--- src/rtl/office_pan_fetch.sv ---
// office_pan_fetch: upstream stage of the office palette lookup.
// Maps 2x-scaled VGA draw coordinates onto the 400x240 office image with a
// per-frame horizontal pan, issues the ROM address, registers the returned
// palette index and delays de/hs/vs so everything leaves aligned, 3 cycles
// after the coordinates arrive.
module office_pan_fetch #(
  parameter int IMG_W    = 400,
  parameter int IMG_H    = 240,
  parameter int VIS_W    = 320,
  parameter int PAN_STEP = 4,
  parameter int INIT_OFF = 40,
  parameter int ADDR_W   = 17
) (
  input  logic              Clk,
  input  logic              Reset_n,
  input  logic [9:0]        draw_x,
  input  logic [9:0]        draw_y,
  input  logic              de_i,
  input  logic              hs_i,
  input  logic              vs_i,
  input  logic              frame_start,
  input  logic              pan_left,
  input  logic              pan_right,
  output logic [ADDR_W-1:0] rom_addr,
  input  logic [3:0]        rom_q,
  output logic [3:0]        index_o,
  output logic              de_o,
  output logic              hs_o,
  output logic              vs_o,
  output logic [6:0]        pan_off
);

  localparam int MAX_OFF = IMG_W - VIS_W;

  typedef enum logic [1:0] {
    PAN_IDLE  = 2'd0,
    PAN_LEFT  = 2'd1,
    PAN_RIGHT = 2'd2
  } pan_state_t;

  pan_state_t  state, state_next;
  logic [6:0]  off_next;
  logic [7:0]  off_up;

  logic [8:0]  sx, sy;
  logic [31:0] addr_full;
  logic        in_image;
  logic [ADDR_W-1:0] addr_next;

  // Sync/enable delay taps: stage 1 and stage 2; stage 3 is the output register.
  logic de_p1, de_p2;
  logic hs_p1, hs_p2;
  logic vs_p1, vs_p2;

  // The 2x scale drops the coordinate LSBs; the address is truncated to ADDR_W.
  logic unused;
  assign unused = &{1'b0, draw_x[0], draw_y[0], addr_full[31:ADDR_W]};

  // Source-pixel address for the current draw position, including pan.
  always_comb begin
    sx        = draw_x[9:1];
    sy        = draw_y[9:1];
    addr_full = 32'(sy) * 32'(IMG_W) + 32'(sx) + 32'(pan_off);
    in_image  = de_i && (32'(sy) < 32'(IMG_H));
    addr_next = in_image ? addr_full[ADDR_W-1:0] : '0;
  end

  // Pan next-state and saturating offset; only a frame_start cycle can move it.
  // NOTE: every signal written here gets a default first so no latch is inferred.
  always_comb begin
    state_next = state;
    off_next   = pan_off;
    off_up     = {1'b0, pan_off} + 8'(PAN_STEP);
    if (frame_start) begin
      unique case ({pan_left, pan_right})
        2'b10:   state_next = PAN_LEFT;
        2'b01:   state_next = PAN_RIGHT;
        default: state_next = PAN_IDLE;
      endcase
      unique case (state_next)
        PAN_LEFT:  off_next = (pan_off < 7'(PAN_STEP)) ? 7'd0 : pan_off - 7'(PAN_STEP);
        PAN_RIGHT: off_next = (off_up > 8'(MAX_OFF)) ? 7'(MAX_OFF) : off_up[6:0];
        default:   off_next = pan_off;
      endcase
    end
  end

  // Pan state and offset registers.
  // NOTE: sequential state uses non-blocking assignments so every register
  // samples pre-edge values regardless of process ordering.
  always_ff @(posedge Clk or negedge Reset_n) begin
    if (!Reset_n) begin
      state   <= PAN_IDLE;
      pan_off <= 7'(INIT_OFF);
    end else begin
      state   <= state_next;
      pan_off <= off_next;
    end
  end

  // Stage 1: ROM address plus first delay tap of the timing signals.
  // NOTE: every pipeline register is reset to its idle value (syncs idle high)
  // so the outputs are clean while the pipeline refills after reset.
  always_ff @(posedge Clk or negedge Reset_n) begin
    if (!Reset_n) begin
      rom_addr <= '0;
      de_p1    <= 1'b0;
      hs_p1    <= 1'b1;
      vs_p1    <= 1'b1;
    end else begin
      rom_addr <= addr_next;
      de_p1    <= de_i;
      hs_p1    <= hs_i;
      vs_p1    <= vs_i;
    end
  end

  // Stage 2: timing signals wait out the ROM's one-cycle read.
  always_ff @(posedge Clk or negedge Reset_n) begin
    if (!Reset_n) begin
      de_p2 <= 1'b0;
      hs_p2 <= 1'b1;
      vs_p2 <= 1'b1;
    end else begin
      de_p2 <= de_p1;
      hs_p2 <= hs_p1;
      vs_p2 <= vs_p1;
    end
  end

  // Stage 3: register the palette index (blanked outside the active area).
  always_ff @(posedge Clk or negedge Reset_n) begin
    if (!Reset_n) begin
      index_o <= 4'h0;
      de_o    <= 1'b0;
      hs_o    <= 1'b1;
      vs_o    <= 1'b1;
    end else begin
      index_o <= de_p2 ? rom_q : 4'h0;
      de_o    <= de_p2;
      hs_o    <= hs_p2;
      vs_o    <= vs_p2;
    end
  end

endmodule

--- config.mk ---
export PLATFORM = sky130hd
export DESIGN_NAME = office_pan_fetch
export DESIGN_NICKNAME = d
export VERILOG_FILES = /design/src/rtl/office_pan_fetch.sv
export SDC_FILE = /design/constraint.sdc
export NUM_CORES = 1
export LEC_CHECK = 0
export ABC_CLOCK_PERIOD_IN_PS = 6100
export CORE_ASPECT_RATIO = 0.75
export CORE_MARGIN = 2
export CORE_UTILIZATION = 54
export DETAILED_ROUTE_END_ITERATION = 12
export PLACE_DENSITY = 0.83
export SETUP_SLACK_MARGIN = 0.15
export SLEW_MARGIN = 20
export SYNTH_ARGS = -nofsm -noshare
export SYNTH_HDL_FRONTEND = slang
export SYNTH_SLANG_ARGS = --single-unit
--- constraint.sdc ---
create_clock -name Clk -period 6.1 [get_ports Clk]
set_input_delay 0.915 -clock Clk [delete_from_list [all_inputs] [get_ports Clk]]
set_output_delay 0.915 -clock Clk [all_outputs]
set_load 0.01 [all_outputs]
# After elaboration in Yosys (flattened, before gate mapping)
# Cells that the tools add are included.
dict set report totals {
  regBits 37
  inputBits 32
  output_inout_bits 31
  elab_cells 34
}
dict set report op_classes {
  n_addsub 4
  multipliers 1
  n_lt_le_gt_ge 3
  n_eq_ne 4
  mux 7
  reduce_logical 3
}
# operator count
set ops {}
lappend ops {{17-bit by 7-bit adder with 17-bit output} 1}
lappend ops {{17-bit by 9-bit adder with 17-bit output} 1}
lappend ops {{17-bit 2-to-1 mux} 1}
lappend ops {{7-bit 2-to-1 mux} 2}
lappend ops {{7-bit one-hot mux with 2 select lines} 1}
lappend ops {{9-bit by 5-bit multiplier with 13-bit output, second input constant} 1}
lappend ops {{9-bit by 8-bit < comparator with 1-bit output, second input constant} 1}
lappend ops {{7-bit by 3-bit adder with 8-bit output, second input constant} 1}
lappend ops {{8-bit by 7-bit > comparator with 1-bit output, second input constant} 1}
lappend ops {{7-bit by 3-bit < comparator with 1-bit output, second input constant} 1}
lappend ops {{7-bit by 3-bit subtractor with 7-bit output, second input constant} 1}
lappend ops {{2-bit by 1-bit equality test with 1-bit output, second input constant} 2}
lappend ops {{2-bit equality test, second input constant} 2}
lappend ops {{4-bit 2-to-1 mux} 1}
lappend ops {{2-bit one-hot mux with 2 select lines} 1}
lappend ops {{2-bit 2-to-1 mux} 1}
lappend ops {{2-bit AND reduction} 1}
lappend ops {{2-bit nonzero test} 1}
lappend ops {{1-bit logical AND} 1}

# Depth between registers and ports, before layout
dict set report logic_depth {
  depth_word 6
  ltp_mapped 12
  ltp_nobuf 12
}

# Least setup slack after synthesis
# OpenSTA, ideal clock, no wires.
dict set report synth_path {
  path_kind {input-to-reg}
  startpoint {in draw_y[5]}
  endpoint {reg rom_addr[16]}
  setup_time_ps 125
  arrival_ps 3713
  required_ps 5975
  path_slack_ps 2262
  path_stages 12
  path_buffers 0
  cell_sequence {ha_1 -> ha_1 -> inv_1 -> fa_1 -> inv_1 -> ha_1 -> nand2_2 -> o31ai_1 -> xor2_1 -> nand4_2 -> nor4_2 -> mux2_2}
}
dict set report synth_via {
  elab_chain_len 4
  word_cells_on_any_way 6
  classes_between {add/sub (2); mul (1); order compare (1); mux (1); reduce/logical (1)}
}
# element line_no
set synth_lines {}
lappend synth_lines {{start: declaration} 17} ;# input logic [9:0] draw_y,
lappend synth_lines {{9-bit by 5-bit multiplier with 13-bit output} 63} ;# addr_full = 32'(sy) * 32'(IMG_W) + 32'(sx) + 32'(pan_off);
lappend synth_lines {{17-bit by 9-bit adder with 17-bit output} 63}
lappend synth_lines {{17-bit by 7-bit adder with 17-bit output} 63}
lappend synth_lines {{17-bit 2-to-1 mux *} 65} ;# addr_next = in_image ? addr_full[ADDR_W-1:0] : '0;
lappend synth_lines {{via addr_next[16]} 48} ;# logic [ADDR_W-1:0] addr_next;
lappend synth_lines {{end signal: assignment} 111} ;# rom_addr <= addr_next;
lappend synth_lines {{end: declaration} 24} ;# output logic [ADDR_W-1:0] rom_addr,
# Mark *: on every way through the listed nets, which the timed path passes. The rest lies on a longest branch.
# A chain may end at the register's enable or synchronous reset.

# Final worst setup path
dict set report layout_path {
  startpoint {in draw_y[2]}
  endpoint {reg rom_addr[16]}
}
# Same word-level chain as after synthesis.

==> impl_metrics.toml <==
[worst_setup_path]
reg2reg_from = "pan_off[4]$_DFFE_PN0P_"
crit_path_start = "draw_y[2]"
crit_path_start_kind = "primary input"
r2r.worst_path.cells = 8
arrival_ns = 4.48
cp.required_ns = 6.27
r2r_slack_ns = 3.35
max_stage_delay_ns = 0.49
cp_common_cell = "ha_1"
path_cells = "clkdlybuf4s50_1 > ha_1 > ha_1 > ha_1 > inv_1 > fa_1 > nand2b_1 > a21oi_1 > xor2_1 > nand4_2 > nor4_2 > mux2_2"
cp-end-kind = "register"
criticalPathCategory = "in2reg"
crit_slowest_cell = "fa_1"
path_max_fanout = 5

[cts]
numCtsBuffers = 5
htree_levels = 2
cts_tree = "yes"
cts_root_buffer = "clkbuf_8"
clock_latency_ns = 0.29
post_cts_buffers = 0
cts_resized = 0
path_clk_slew_ns = 0.06
clkSinkCount = 35
ctsHoldBuffers = 0
clockBufferDepth = 2

[grt]
grt_use_met3_pct = 4.46
grt_pass1_wl_um = 8940
antenna_found_initial = 0
grt_use_total_pct = 20.5
grt_pass1_vias = 1967
grt_max_degree = 36
grt_util_met2_pct = 32.6
grtUsageMet1_pct = 28.5
grt-busiest-layer = "met2"
gr-total-overflow = 0

[synth]
syn-cell-area_mm2 = 0.00263
synth_area_leaders = "dfrtp_1 26%, ha_1 21%, dfstp_2 8.0%, fa_1 5.3%, a21oi_1 4.2%"
synth_area_per_cell_um2 = 9.66
synth_top_area_share_pct = 25.7
seq_area_frac_synth_pct = 33.7
synth-edff-count = 0
async_flop_share_pct = 100
ys.flop_type = "dfrtp_1"
ys_ff_latch = 35
yosysUniqueCellTypes = 44
synth_cells = 272
yosys.area.top_type = "dfrtp_1"
ys_warn_count = 0

[die]
initial_core_util_pct = 57.5
die_h_um = 64.4
core_mm2 = 0.00457
dieWidth_um = 84.5
io_pins = 63
dieArea_mm2 = 0.00545
rows = 21

[timing]
timing.fmax_mhz = 232
maxSlewViolCount = 0
fin_skew_ns = 0.0134
grt_setup_unrepaired = "false"
tightest_slew_ns = 0.644
hold_ws_ns = 0.347
finalSetupViolCount = 0
period_minus_slack_ns = 4.31
hold_viol_final = 0
relSlewSlack_pct = 56.9
period_share_pct = 70.7
finalSetupTns_ns = 0

[power_and_ir_drop]
power_uw = 1160
vdd_ir_drop_max_uv = 186
p_leak_uw = 0.00159
cellPowerDensity_mw_per_mm2 = 343

[run]
maxCapViolations = 0

[detailed_routing]
vias = 2082
wl_per_cell_um = 13.2
firstDrtPassIters = 4
routed_via_density = 5.30
antenna_left = 0
dr.first_iter.drc_count = 113
drc = 0
wl_um = 5190

[placement]
dp_hpwl_um = 4180
dp.cells = 385
port_buffers = 58
place_congestion = 0.915

[final_layout]
top_register = "rom_addr"
n_fill_cell = 322
num_antenna_cells = 0
syn_to_final_growth_pct = 28.9
final_nets = 419
drive_above_1_share_pct = 7.74
largestRegisters = "rom_addr x17, pan_off x5, index_o x4"
final_cells = 393
largest_reg_flops = 17

[hold_path]
min-delay-start = "de_p1$_DFF_PN0_"
hold_path_class = "reg2reg"
hold_path_depth = 0

[outcome]
status = "finished clean"
[cell families (layout without fill, tap and decap cells)]
family                     Yosys count  after routing  share of synthesized area [%]
and+or+nand+nor                     75             75                           14.2
AOI/OAI and AO/OA                   58             58                           13.5
adders and majority gates           52             52                           26.8
DFF                                 35             35                           33.7
buffers and inverters               31             93                           4.71
xor gates and xnor gates            17             17                           5.67
muxes                                3              3                           1.24
other                                1              3                          0.143
[final cells by class]
| cell class | instances | area (µm²) | area share [%] |
|---|---|---|---|
| Clock buffer | 6 | 82.6 | 2.44 |
| Sequential cell | 35 | 886 | 26.2 |
| Timing Repair Buffer | 59 | 588 | 17.4 |
| Multi-Input combinational cell | 208 | 1630 | 48.0 |
| Tap cell | 57 | 71.3 | 2.11 |
| Inverter | 26 | 97.6 | 2.88 |
| Clock inverter | 2 | 35.0 | 1.03 |
[synth_stat cells, drive strengths merged, types with 2 or more instances]
cell type,n
ha,45
dfrtp,27
nor2,27
inv,26
a21oi,22
o21ai,14
nand2,12
nand3,10
xor2,9
dfstp,8
xnor2,8
fa,7
nor3,5
or3,5
and2,4
a211oi,3
a21o,3
clkbuf,3
o211ai,3
a221oi,2
a31oi,2
buf,2
mux2,2
nand2b,2
nand4,2
nor4,2
o221ai,2
o31ai,2
or2,2
[through the flow]
stage                     setup WS, ns  cell area [µm²]  util, %
after floorplan                   2.26             2640        -
after global placement            1.53             3270     71.5
after detailed placement          1.49             3270     71.5
after CTS                         1.76             3390     74.1
after global routing              1.59             3390     74.1
final                             1.79             3390     74.1
[cell usage in the layout (no fill, tap or decap), drive strengths merged, types with 4 or more instances in the layout]
| master | instances |
|---|---|
| dfstp | 8 |
| ha | 45 |
| clkbuf | 6 |
| nand2 | 12 |
| fa | 7 |
| xor2 | 9 |
| clkdlybuf4s50 | 58 |
| nor3 | 5 |
| xnor2 | 8 |
| nand3 | 10 |
| and2 | 4 |
| or3 | 5 |
| inv | 26 |
| nor2 | 27 |
| dfrtp | 27 |
| o21ai | 14 |
| a21oi | 22 |
[layer usage]
metal | share of wire (%) | routed length, µm | vias up
met3 | 6.2 | 321 | 4
met2 | 43 | 2230 | 77
met1 | 50 | 2600 | 933
met4 | 0.81 | 42 | 0
met5 | 0 | 0 | -
li1 | - | - | 1068
[power breakdown]
| part | internal (µW) | leakage [µW] | switching (µW) | total (µW) |
|---|---|---|---|---|
| Clock | 132 | 0.0000612 | 83.6 | 216 |
| Combinational | 293 | 0.00109 | 333 | 626 |
| Sequential | 278 | 0.000438 | 41.4 | 320 |
[worst paths after layout]
check                                         endpoint
worst max-delay path            rom_addr[16]$_DFF_PN0_
max in group asynchronous               vs_o$_DFF_PN1_
worst max register to register  rom_addr[16]$_DFF_PN0_
worst min register to register         de_p2$_DFF_PN0_
worst min-delay path                   de_p2$_DFF_PN0_
min in group asynchronous        rom_addr[6]$_DFF_PN0_
[worst max-delay path: cells and delay by family]
family	cells	cell delay, ns
adder cells (fa/ha/maj)	4	1.42
AO/OA/AOI/OAI	1	0.17
AND/OR/NAND/NOR	3	0.72
multiplexers	1	0.36
buffers and inverters	2	0.54
XOR/XNOR	1	0.34
Power figures use the tool's default switching activity.
